### config.mk
export PLATFORM = sky130hd
export DESIGN_NAME = blast_mem_arbiter_flat
export DESIGN_NICKNAME = d
export VERILOG_FILES = /design/src/rtl/blast_mem_arbiter_if.sv /design/src/rtl/blast_mem_arbiter.sv /design/src/flat_wrapper.sv
export SDC_FILE = /design/constraint.sdc
export NUM_CORES = 1
export LEC_CHECK = 0
export BUFFER_PORTS_ARGS = -buffer_cell sky130_fd_sc_hd__clkbuf_2
export CAP_MARGIN = 20
export CELL_PAD_IN_SITES_DETAIL_PLACEMENT = 1
export CELL_PAD_IN_SITES_GLOBAL_PLACEMENT = 1
export CORE_AREA = 2 2 157 159
export CTS_CLUSTER_SIZE = 28
export DETAILED_ROUTE_END_ITERATION = 7
export DIE_AREA = 0 0 159 161
export GPL_TIMING_DRIVEN = 0
export PLACE_DENSITY = 0.68
export SYNTH_ARGS = -nofsm -noshare
export SYNTH_HDL_FRONTEND = slang
export SYNTH_SLANG_ARGS = --single-unit
### constraint.sdc
create_clock -name clk -period 3.8 [get_ports clk]
set_clock_uncertainty 0.2 [all_clocks]
set_input_delay 0 -clock clk [delete_from_list [all_inputs] [get_ports clk]]
set_output_delay 0 -clock clk [all_outputs]
set_load 0.05 [all_outputs]
### src/rtl/blast_mem_arbiter_if.sv
// ----------------------------------------------------------------------------
// blast_mem_arbiter_if
// Bundles the two requester ports (host H, Blast engine E) and the on-chip
// memory port that blast_mem_arbiter sits between.
//   h_* / e_*   : request, lock, write, address, writedata, byteenable in;
//                 gnt and readdatavalid back to the requester
//   readdata    : memory_readdata forwarded to both requesters
//   memory_*    : address/write/writedata/byteenable/chipselect/clken out,
//                 readdata in
// Modports:
//   slave  - the arbiter's view (requester signals in, grants/memory out)
//   master - the environment's view (requesters and memory model)
// ----------------------------------------------------------------------------
interface blast_mem_arbiter_if #(
    parameter int MEMORY_DATAWIDTH = 64,
    parameter int MEMORY_ADDRESS   = 14
);
    localparam int BW = MEMORY_DATAWIDTH / 8;

    logic                        h_req;
    logic                        h_lock;
    logic                        h_write;
    logic [MEMORY_ADDRESS-1:0]   h_address;
    logic [MEMORY_DATAWIDTH-1:0] h_writedata;
    logic [BW-1:0]               h_byteenable;
    logic                        h_gnt;
    logic                        h_readdatavalid;

    logic                        e_req;
    logic                        e_lock;
    logic                        e_write;
    logic [MEMORY_ADDRESS-1:0]   e_address;
    logic [MEMORY_DATAWIDTH-1:0] e_writedata;
    logic [BW-1:0]               e_byteenable;
    logic                        e_gnt;
    logic                        e_readdatavalid;

    logic [MEMORY_DATAWIDTH-1:0] readdata;

    logic [MEMORY_ADDRESS-1:0]   memory_address;
    logic                        memory_write;
    logic [MEMORY_DATAWIDTH-1:0] memory_writedata;
    logic [BW-1:0]               memory_byteenable;
    logic                        memory_chipselect;
    logic                        memory_clken;
    logic [MEMORY_DATAWIDTH-1:0] memory_readdata;

    modport slave (
        input  h_req, h_lock, h_write, h_address, h_writedata, h_byteenable,
        input  e_req, e_lock, e_write, e_address, e_writedata, e_byteenable,
        input  memory_readdata,
        output h_gnt, h_readdatavalid, e_gnt, e_readdatavalid, readdata,
        output memory_address, memory_write, memory_writedata,
        output memory_byteenable, memory_chipselect, memory_clken
    );

    modport master (
        output h_req, h_lock, h_write, h_address, h_writedata, h_byteenable,
        output e_req, e_lock, e_write, e_address, e_writedata, e_byteenable,
        output memory_readdata,
        input  h_gnt, h_readdatavalid, e_gnt, e_readdatavalid, readdata,
        input  memory_address, memory_write, memory_writedata,
        input  memory_byteenable, memory_chipselect, memory_clken
    );
endinterface

### src/rtl/blast_mem_arbiter.sv
// ----------------------------------------------------------------------------
// blast_mem_arbiter
// Shares the single on-chip memory port between the host (H) and the Blast
// engine (E). Round-robin arbitration with burst locking (a lock is forcibly
// released after MAX_BURST consecutive beats when the other side waits).
// Read data returns tagged to the issuing requester READ_LATENCY cycles
// after the grant cycle.
// Ports:
//   clk, reset_n  - clock, asynchronous active-low reset
//   bus           - blast_mem_arbiter_if.slave (requester + memory signals)
// Optional feature (macro BLAST_ARB_STATS_EN):
//   stats_clear    in   synchronous clear of the counters below
//   h_grant_count  out  granted host beats, saturating
//   e_grant_count  out  granted engine beats, saturating
//   conflict_count out  cycles with both requests, saturating
//
// Lock-owner state:
//   state    | meaning
//   OWN_NONE | no burst lock held; plain round-robin
//   OWN_H    | host holds the lock, burst_cnt counts its locked beats
//   OWN_E    | engine holds the lock, burst_cnt counts its locked beats
// ----------------------------------------------------------------------------
module blast_mem_arbiter #(
    parameter int MEMORY_DATAWIDTH = 64,
    parameter int MEMORY_ADDRESS   = 14,
    parameter int READ_LATENCY     = 1,
    parameter int MAX_BURST        = 8
) (
    input  logic               clk,
    input  logic               reset_n,
    blast_mem_arbiter_if.slave bus
`ifdef BLAST_ARB_STATS_EN
    ,
    input  logic               stats_clear,
    output logic [31:0]        h_grant_count,
    output logic [31:0]        e_grant_count,
    output logic [15:0]        conflict_count
`endif
);
    localparam int CW = $clog2(MAX_BURST + 1);
    localparam int BW = MEMORY_DATAWIDTH / 8;

    typedef enum logic [1:0] {
        OWN_NONE = 2'd0,
        OWN_H    = 2'd1,
        OWN_E    = 2'd2
    } owner_t;

    owner_t                      lock_owner, lock_owner_nxt, win_id;
    logic [CW-1:0]               burst_cnt, burst_cnt_nxt;
    logic                        last_winner, last_winner_nxt;
    logic                        gnt_h, gnt_e, any_gnt, burst_open;
    logic                        win_write, win_lock;
    logic [MEMORY_ADDRESS-1:0]   win_address;
    logic [MEMORY_DATAWIDTH-1:0] win_wdata, wdata_q;
    logic [BW-1:0]               win_be;
    logic [READ_LATENCY-1:0]     rd_valid, rd_id;

    // Grant selection: an unexpired lock wins, otherwise a lone requester,
    // otherwise whoever did not win last. When the lock has run MAX_BURST
    // beats the owner is also last_winner, so the tie-break hands the slot
    // to the waiting side.
    always_comb begin
        gnt_h      = 1'b0;
        gnt_e      = 1'b0;
        burst_open = (burst_cnt < CW'(MAX_BURST));
        if (lock_owner == OWN_H && bus.h_req && burst_open) begin
            gnt_h = 1'b1;
        end else if (lock_owner == OWN_E && bus.e_req && burst_open) begin
            gnt_e = 1'b1;
        end else if (bus.h_req && bus.e_req) begin
            gnt_h = last_winner;
            gnt_e = ~last_winner;
        end else begin
            gnt_h = bus.h_req;
            gnt_e = bus.e_req;
        end
    end

    // Winner mux towards memory; idle cycles keep the last writedata.
    always_comb begin
        any_gnt     = gnt_h | gnt_e;
        win_id      = OWN_NONE;
        win_write   = 1'b0;
        win_lock    = 1'b0;
        win_address = '0;
        win_wdata   = wdata_q;
        win_be      = '0;
        if (gnt_h) begin
            win_id      = OWN_H;
            win_write   = bus.h_write;
            win_lock    = bus.h_lock;
            win_address = bus.h_address;
            win_wdata   = bus.h_writedata;
            win_be      = bus.h_byteenable;
        end else if (gnt_e) begin
            win_id      = OWN_E;
            win_write   = bus.e_write;
            win_lock    = bus.e_lock;
            win_address = bus.e_address;
            win_wdata   = bus.e_writedata;
            win_be      = bus.e_byteenable;
        end
    end

    always_comb begin
        lock_owner_nxt  = lock_owner;
        burst_cnt_nxt   = burst_cnt;
        last_winner_nxt = last_winner;
        if (any_gnt) begin
            last_winner_nxt = gnt_e;
            if (win_lock) begin
                lock_owner_nxt = win_id;
                // A continuing, unexpired lock keeps counting; a new lock or
                // a forced-release regrant of the same owner restarts at 1.
                if (lock_owner == win_id && burst_open) begin
                    burst_cnt_nxt = burst_cnt + 1'b1;
                end else begin
                    burst_cnt_nxt = CW'(1);
                end
            end else begin
                lock_owner_nxt = OWN_NONE;
                burst_cnt_nxt  = '0;
            end
        end else if ((lock_owner == OWN_H && !bus.h_req) ||
                     (lock_owner == OWN_E && !bus.e_req)) begin
            lock_owner_nxt = OWN_NONE;
            burst_cnt_nxt  = '0;
        end
    end

    always_ff @(posedge clk or negedge reset_n) begin
        if (!reset_n) begin
            lock_owner  <= OWN_NONE;
            burst_cnt   <= '0;
            last_winner <= 1'b1;
        end else begin
            lock_owner  <= lock_owner_nxt;
            burst_cnt   <= burst_cnt_nxt;
            last_winner <= last_winner_nxt;
        end
    end

    // Read return pipe: {valid, id} per stage, id 1 = engine.
    always_ff @(posedge clk or negedge reset_n) begin
        if (!reset_n) begin
            rd_valid <= '0;
            rd_id    <= '0;
            wdata_q  <= '0;
        end else begin
            rd_valid[0] <= any_gnt & ~win_write;
            rd_id[0]    <= gnt_e & ~win_write;
            for (int i = 1; i < READ_LATENCY; i++) begin
                rd_valid[i] <= rd_valid[i-1];
                rd_id[i]    <= rd_id[i-1];
            end
            wdata_q <= win_wdata;
        end
    end

    assign bus.h_gnt             = gnt_h;
    assign bus.e_gnt             = gnt_e;
    assign bus.h_readdatavalid   = rd_valid[READ_LATENCY-1] & ~rd_id[READ_LATENCY-1];
    assign bus.e_readdatavalid   = rd_valid[READ_LATENCY-1] &  rd_id[READ_LATENCY-1];
    assign bus.readdata          = bus.memory_readdata;
    assign bus.memory_address    = win_address;
    assign bus.memory_write      = win_write;
    assign bus.memory_writedata  = win_wdata;
    assign bus.memory_byteenable = win_be;
    assign bus.memory_chipselect = any_gnt;
    assign bus.memory_clken      = 1'b1;

`ifdef BLAST_ARB_STATS_EN
    always_ff @(posedge clk or negedge reset_n) begin
        if (!reset_n) begin
            h_grant_count  <= '0;
            e_grant_count  <= '0;
            conflict_count <= '0;
        end else if (stats_clear) begin
            h_grant_count  <= '0;
            e_grant_count  <= '0;
            conflict_count <= '0;
        end else begin
            if (gnt_h && h_grant_count != '1) begin
                h_grant_count <= h_grant_count + 1'b1;
            end
            if (gnt_e && e_grant_count != '1) begin
                e_grant_count <= e_grant_count + 1'b1;
            end
            if (bus.h_req && bus.e_req && conflict_count != '1) begin
                conflict_count <= conflict_count + 1'b1;
            end
        end
    end
`endif
endmodule

### src/flat_wrapper.sv
// flat-port wrapper written by rule: the top's interface ports become plain ports
module blast_mem_arbiter_flat 
#(
    parameter int MEMORY_DATAWIDTH = 64,
    parameter int MEMORY_ADDRESS   = 14,
    parameter int READ_LATENCY     = 1,
    parameter int MAX_BURST        = 8
)
  (clk, reset_n, bus_h_req, bus_h_lock, bus_h_write, bus_h_address, bus_h_writedata, bus_h_byteenable, bus_e_req, bus_e_lock, bus_e_write, bus_e_address, bus_e_writedata, bus_e_byteenable, bus_memory_readdata, bus_h_gnt, bus_h_readdatavalid, bus_e_gnt, bus_e_readdatavalid, bus_readdata, bus_memory_address, bus_memory_write, bus_memory_writedata, bus_memory_byteenable, bus_memory_chipselect, bus_memory_clken);
  blast_mem_arbiter_if #(.MEMORY_DATAWIDTH(MEMORY_DATAWIDTH), .MEMORY_ADDRESS(MEMORY_ADDRESS)) bus_i ();
  input  logic clk;
  input  logic reset_n;
  input wire logic [$bits(bus_i.h_req)-1:0] bus_h_req;
  input wire logic [$bits(bus_i.h_lock)-1:0] bus_h_lock;
  input wire logic [$bits(bus_i.h_write)-1:0] bus_h_write;
  input wire logic [$bits(bus_i.h_address)-1:0] bus_h_address;
  input wire logic [$bits(bus_i.h_writedata)-1:0] bus_h_writedata;
  input wire logic [$bits(bus_i.h_byteenable)-1:0] bus_h_byteenable;
  input wire logic [$bits(bus_i.e_req)-1:0] bus_e_req;
  input wire logic [$bits(bus_i.e_lock)-1:0] bus_e_lock;
  input wire logic [$bits(bus_i.e_write)-1:0] bus_e_write;
  input wire logic [$bits(bus_i.e_address)-1:0] bus_e_address;
  input wire logic [$bits(bus_i.e_writedata)-1:0] bus_e_writedata;
  input wire logic [$bits(bus_i.e_byteenable)-1:0] bus_e_byteenable;
  input wire logic [$bits(bus_i.memory_readdata)-1:0] bus_memory_readdata;
  output wire logic [$bits(bus_i.h_gnt)-1:0] bus_h_gnt;
  output wire logic [$bits(bus_i.h_readdatavalid)-1:0] bus_h_readdatavalid;
  output wire logic [$bits(bus_i.e_gnt)-1:0] bus_e_gnt;
  output wire logic [$bits(bus_i.e_readdatavalid)-1:0] bus_e_readdatavalid;
  output wire logic [$bits(bus_i.readdata)-1:0] bus_readdata;
  output wire logic [$bits(bus_i.memory_address)-1:0] bus_memory_address;
  output wire logic [$bits(bus_i.memory_write)-1:0] bus_memory_write;
  output wire logic [$bits(bus_i.memory_writedata)-1:0] bus_memory_writedata;
  output wire logic [$bits(bus_i.memory_byteenable)-1:0] bus_memory_byteenable;
  output wire logic [$bits(bus_i.memory_chipselect)-1:0] bus_memory_chipselect;
  output wire logic [$bits(bus_i.memory_clken)-1:0] bus_memory_clken;
  assign bus_i.h_req = bus_h_req;
  assign bus_i.h_lock = bus_h_lock;
  assign bus_i.h_write = bus_h_write;
  assign bus_i.h_address = bus_h_address;
  assign bus_i.h_writedata = bus_h_writedata;
  assign bus_i.h_byteenable = bus_h_byteenable;
  assign bus_i.e_req = bus_e_req;
  assign bus_i.e_lock = bus_e_lock;
  assign bus_i.e_write = bus_e_write;
  assign bus_i.e_address = bus_e_address;
  assign bus_i.e_writedata = bus_e_writedata;
  assign bus_i.e_byteenable = bus_e_byteenable;
  assign bus_i.memory_readdata = bus_memory_readdata;
  assign bus_h_gnt = bus_i.h_gnt;
  assign bus_h_readdatavalid = bus_i.h_readdatavalid;
  assign bus_e_gnt = bus_i.e_gnt;
  assign bus_e_readdatavalid = bus_i.e_readdatavalid;
  assign bus_readdata = bus_i.readdata;
  assign bus_memory_address = bus_i.memory_address;
  assign bus_memory_write = bus_i.memory_write;
  assign bus_memory_writedata = bus_i.memory_writedata;
  assign bus_memory_byteenable = bus_i.memory_byteenable;
  assign bus_memory_chipselect = bus_i.memory_chipselect;
  assign bus_memory_clken = bus_i.memory_clken;
  blast_mem_arbiter #(.MEMORY_DATAWIDTH(MEMORY_DATAWIDTH), .MEMORY_ADDRESS(MEMORY_ADDRESS), .READ_LATENCY(READ_LATENCY), .MAX_BURST(MAX_BURST)) u_core (.clk(clk), .reset_n(reset_n), .bus(bus_i));
endmodule
==> results.md <==
- Wl on met1: slightly below 8 mm
- Slew headroom: a little over two fifths
- Top layer in use: met4
- First-pass DRT Iterations: 4
- Layout cells sized above 1: between 40% and 50%
- Fin. Hold Viols: 0
- Combinational group share of total power: approximately 44%
- First-pass GRT wire length: slightly above 30 mm
- Clk buf depth: 2
- Cell variety after synth: 33
- FF+latch count, synth: between 70 and 80
- RSZ-0062 raised after global routing: no
- CTS buffer count: 9
- Number of global-route vias before repair: 5526
- Startpoint Class: register
- Synth top area share: a little under half
- TritonCTS Sinks: 73
- Met3 wire length: roughly 1.3 mm
- GR Overflow Total: 0
- Worst Tran Pin Value: 851.4 ps
- Syn. warnings: 0
- Required time worst endpoint: 3600 ps
- Worst setup EP type: output pin
- Post-CTS sizing: 0
- Sw frac: a little over 40%
- CTS tree: done
- FILL cells: 2931
- DRC Markers: 0
- P_int: slightly above 2 mW
- Layout area overhead: 98.07%
- Initial core utilization: 16.22%
- Die extent in x: roughly 160 µm
- Worst reg2reg setup slack: ~940 ps
- Setup TNS: 0 ps
- Reg clk slew, reported paths: around 60 ps
- Final min period: roughly 3400 ps
- Syn Area/Cell: 9.319 µm²
- Via density: between 4 and 5
- Final setup viols: 0
- Critical R2R Launch: u_core.burst_cnt[3]
- Dpl hpwl: 14.05 mm
- Buffers on Ports: between 300 and 400
- Worst R2R Path Depth: 7
- Total power draw: around 3.5 mW
- Yosys top cell by area: dfrtp_1
- H-tree depth: 3
- Nets: between 1k and 1.5k
- Syn Nets: 662
- Clk pwr share: 29.0%
- Peak Freq: between 0.2 and 0.3 GHz
- Sequential power share: between 20% and 30%
- Post-Syn Area: between 3000 and 4000 µm²
- Net Switching: approximately 1.4 mW
- Initial DRC count: roughly 180
- Leakage power: approximately 4 nW
- WL final: a little over 20 mm
- Worst hold path type: input port to asynchronous set/reset pin
- Max-slew violation count: 0
- Top cells by area, synth: dfrtp_1, nand2_1, buf_4
- Seq/Total Area, Yosys: between 40% and 50%
- CTS root buffer: clkbuf_16
- Outcome: finished clean
- Final period utilization: 90.42%
- Reg2reg end: u_core.wdata_q[1]
- Num rows: 57
- Clock Latency Late Sink: roughly 340 ps
- ANT cells: 0
- Die Ht: about 160 µm
- Vias: between 4k and 5k
- Power density cells: 449.5 nW/µm²
- IO Pins: about 400
- Core area: approximately 24000 µm²
- Post-route ant nets: 0
- Die ar.: ~26000 µm²
- All-Layer GR Usage: roughly 15%
- Largest net degree at the start of global routing: 38
- Peak VDD IR: ~0.2 mV
- Worst Setup Path Type: register to output pin
- RePlAce Congestion: 0.7665
- # Max-Cap Violations: 0
- Initial antenna violation count: 0
- Endpoint arrival time on the critical path: about 3200 ps
- Synth Instances: 417
- Met2 wire len: approximately 11 mm
- Crit path max fanout: 10
- WL/cell: 16.44 µm
-- synth_stat cells --
cell	number
conb_1	1
xor2_1	1
o21ba_2	1
buf_6	3
a32o_1	3
o221ai_2	2
clkbuf_2	1
and3_1	1
nand3_1	1
nor2_2	2
inv_2	1
dfstp_2	1
clkbuf_1	14
a31oi_1	1
or3_1	1
inv_1	4
buf_2	9
nand2_1	131
mux2i_1	1
dfrtp_1	72
and2b_1	1
buf_4	65
a21oi_1	1
nor2_1	2
o21ai_0	1
a221oi_2	1
ha_1	1
a22o_4	1
and2_1	2
nor2b_1	1
a22o_1	25
nand2b_1	1
a22oi_1	64
-- kinds of logic after synthesis --
group	synth area share, %
buf+inv	16.55
mux	0.2576
fa+ha+maj	0.3219
xor+xnor	0.2254
compound gates	21.06
simple gates	14.46
other cells	0.09649
flops	47.04
-- metrics by stage --
| step | util [%] | hold slack [ps] | instance area, µm² | setup WS, ps | instances |
|---|---|---|---|---|---|
| CTS | 32.12 | 22.01 | 7697 | 139.4 | 1229 |
| detailed placement | 25.00 | -153.3 | 5991 | 990.1 | 1077 |
| floorplan | - | -495.6 | 3886 | 1348 | 417 |
| global placement | 24.91 | 45.14 | 5968 | 976.0 | 1076 |
| global route | 32.12 | 83.62 | 7697 | 25.74 | 1229 |
| finish | 32.12 | 13.91 | 7697 | 364.2 | 1229 |
-- critical path, stage by stage (launching register included) --
cell           delay, ps
dfrtp_1              410
and2b_1              250
o221ai_2             120
inv_2                200
clkbuf_1             680
a22oi_1              160
dlygate4sd3_1        630
nand2_1              120
clkbuf_2             310
-- timing repair --
action | in CTS | in global routing
setup buffers | 0 | 0
hold buffers | 136 | 0
hold endpoints to repair | 144 | 0
-- how the worst max path moves through the flow --
| stage | start | end | slack (ps) | cells past startpoint |
|---|---|---|---|---|
| after global routing | u_core.lock_owner[0] | bus_memory_writedata[1] | 30 | 9 |
| final | u_core.burst_cnt[3] | bus_memory_writedata[1] | 360 | 8 |
| after global placement | u_core.burst_cnt[3] | bus_memory_writedata[1] | 980 | 7 |
| after CTS | u_core.burst_cnt[3] | bus_memory_writedata[1] | 140 | 8 |
| after floorplan | u_core.last_winner | u_core.wdata_q[54] | 1350 | 6 |
| after detailed placement | u_core.burst_cnt[3] | bus_memory_writedata[1] | 990 | 7 |
-- placed cells by master (no fill, tap or decap), drive strengths merged, types with 2 or more instances in the layout --
master and count:
and2 2, a32o 3, buf 78, a22o 26, nor2 4, dfrtp 72
nand2 131, clkbuf 361, inv 5, a22oi 64, o221ai 2, dlygate4sd3 136
bufinv 3
-- sequential cells by signal, summed over array words and instances (netlist names) --
| register | cells |
|---|---|
| u_core.rd_valid | 1 |
| u_core.wdata_q | 64 |
| u_core.lock_owner | 2 |
| u_core.burst_cnt | 4 |
| u_core.last_winner | 1 |
| u_core.rd_id | 1 |
-- power by group through the flow --
| stage | clock [mW] | combinational [mW] | sequential (mW) |
|---|---|---|---|
| floorplan | 0 | 0.955 | 0.926 |
| global placement | 0 | 1.33 | 0.929 |
| detailed placement | 0 | 1.35 | 0.936 |
| CTS | 1.04 | 1.53 | 0.922 |
| global route | 1.07 | 1.63 | 0.932 |
| finish | 1.00 | 1.54 | 0.921 |
-- area by class of cell --
class	count	area, µm²	share of cell area [%]
timing repair buffer	472	3060	39.76
sequential	73	1828	23.75
multi-input combinational	247	1415	18.38
buffer	92	624.3	8.111
tap	324	405.4	5.267
clock buffer	11	242.7	3.153
clock inverter	5	102.6	1.333
inverter	5	18.77	0.2438
-- metal layers --
metal	global-route usage (%)	vias to the layer above
met5	0	-
met4	4.008	0
met3	4.443	28
met2	28.91	211
met1	17.06	2395
li1	-	2347
(Power assumes the default switching activity.)
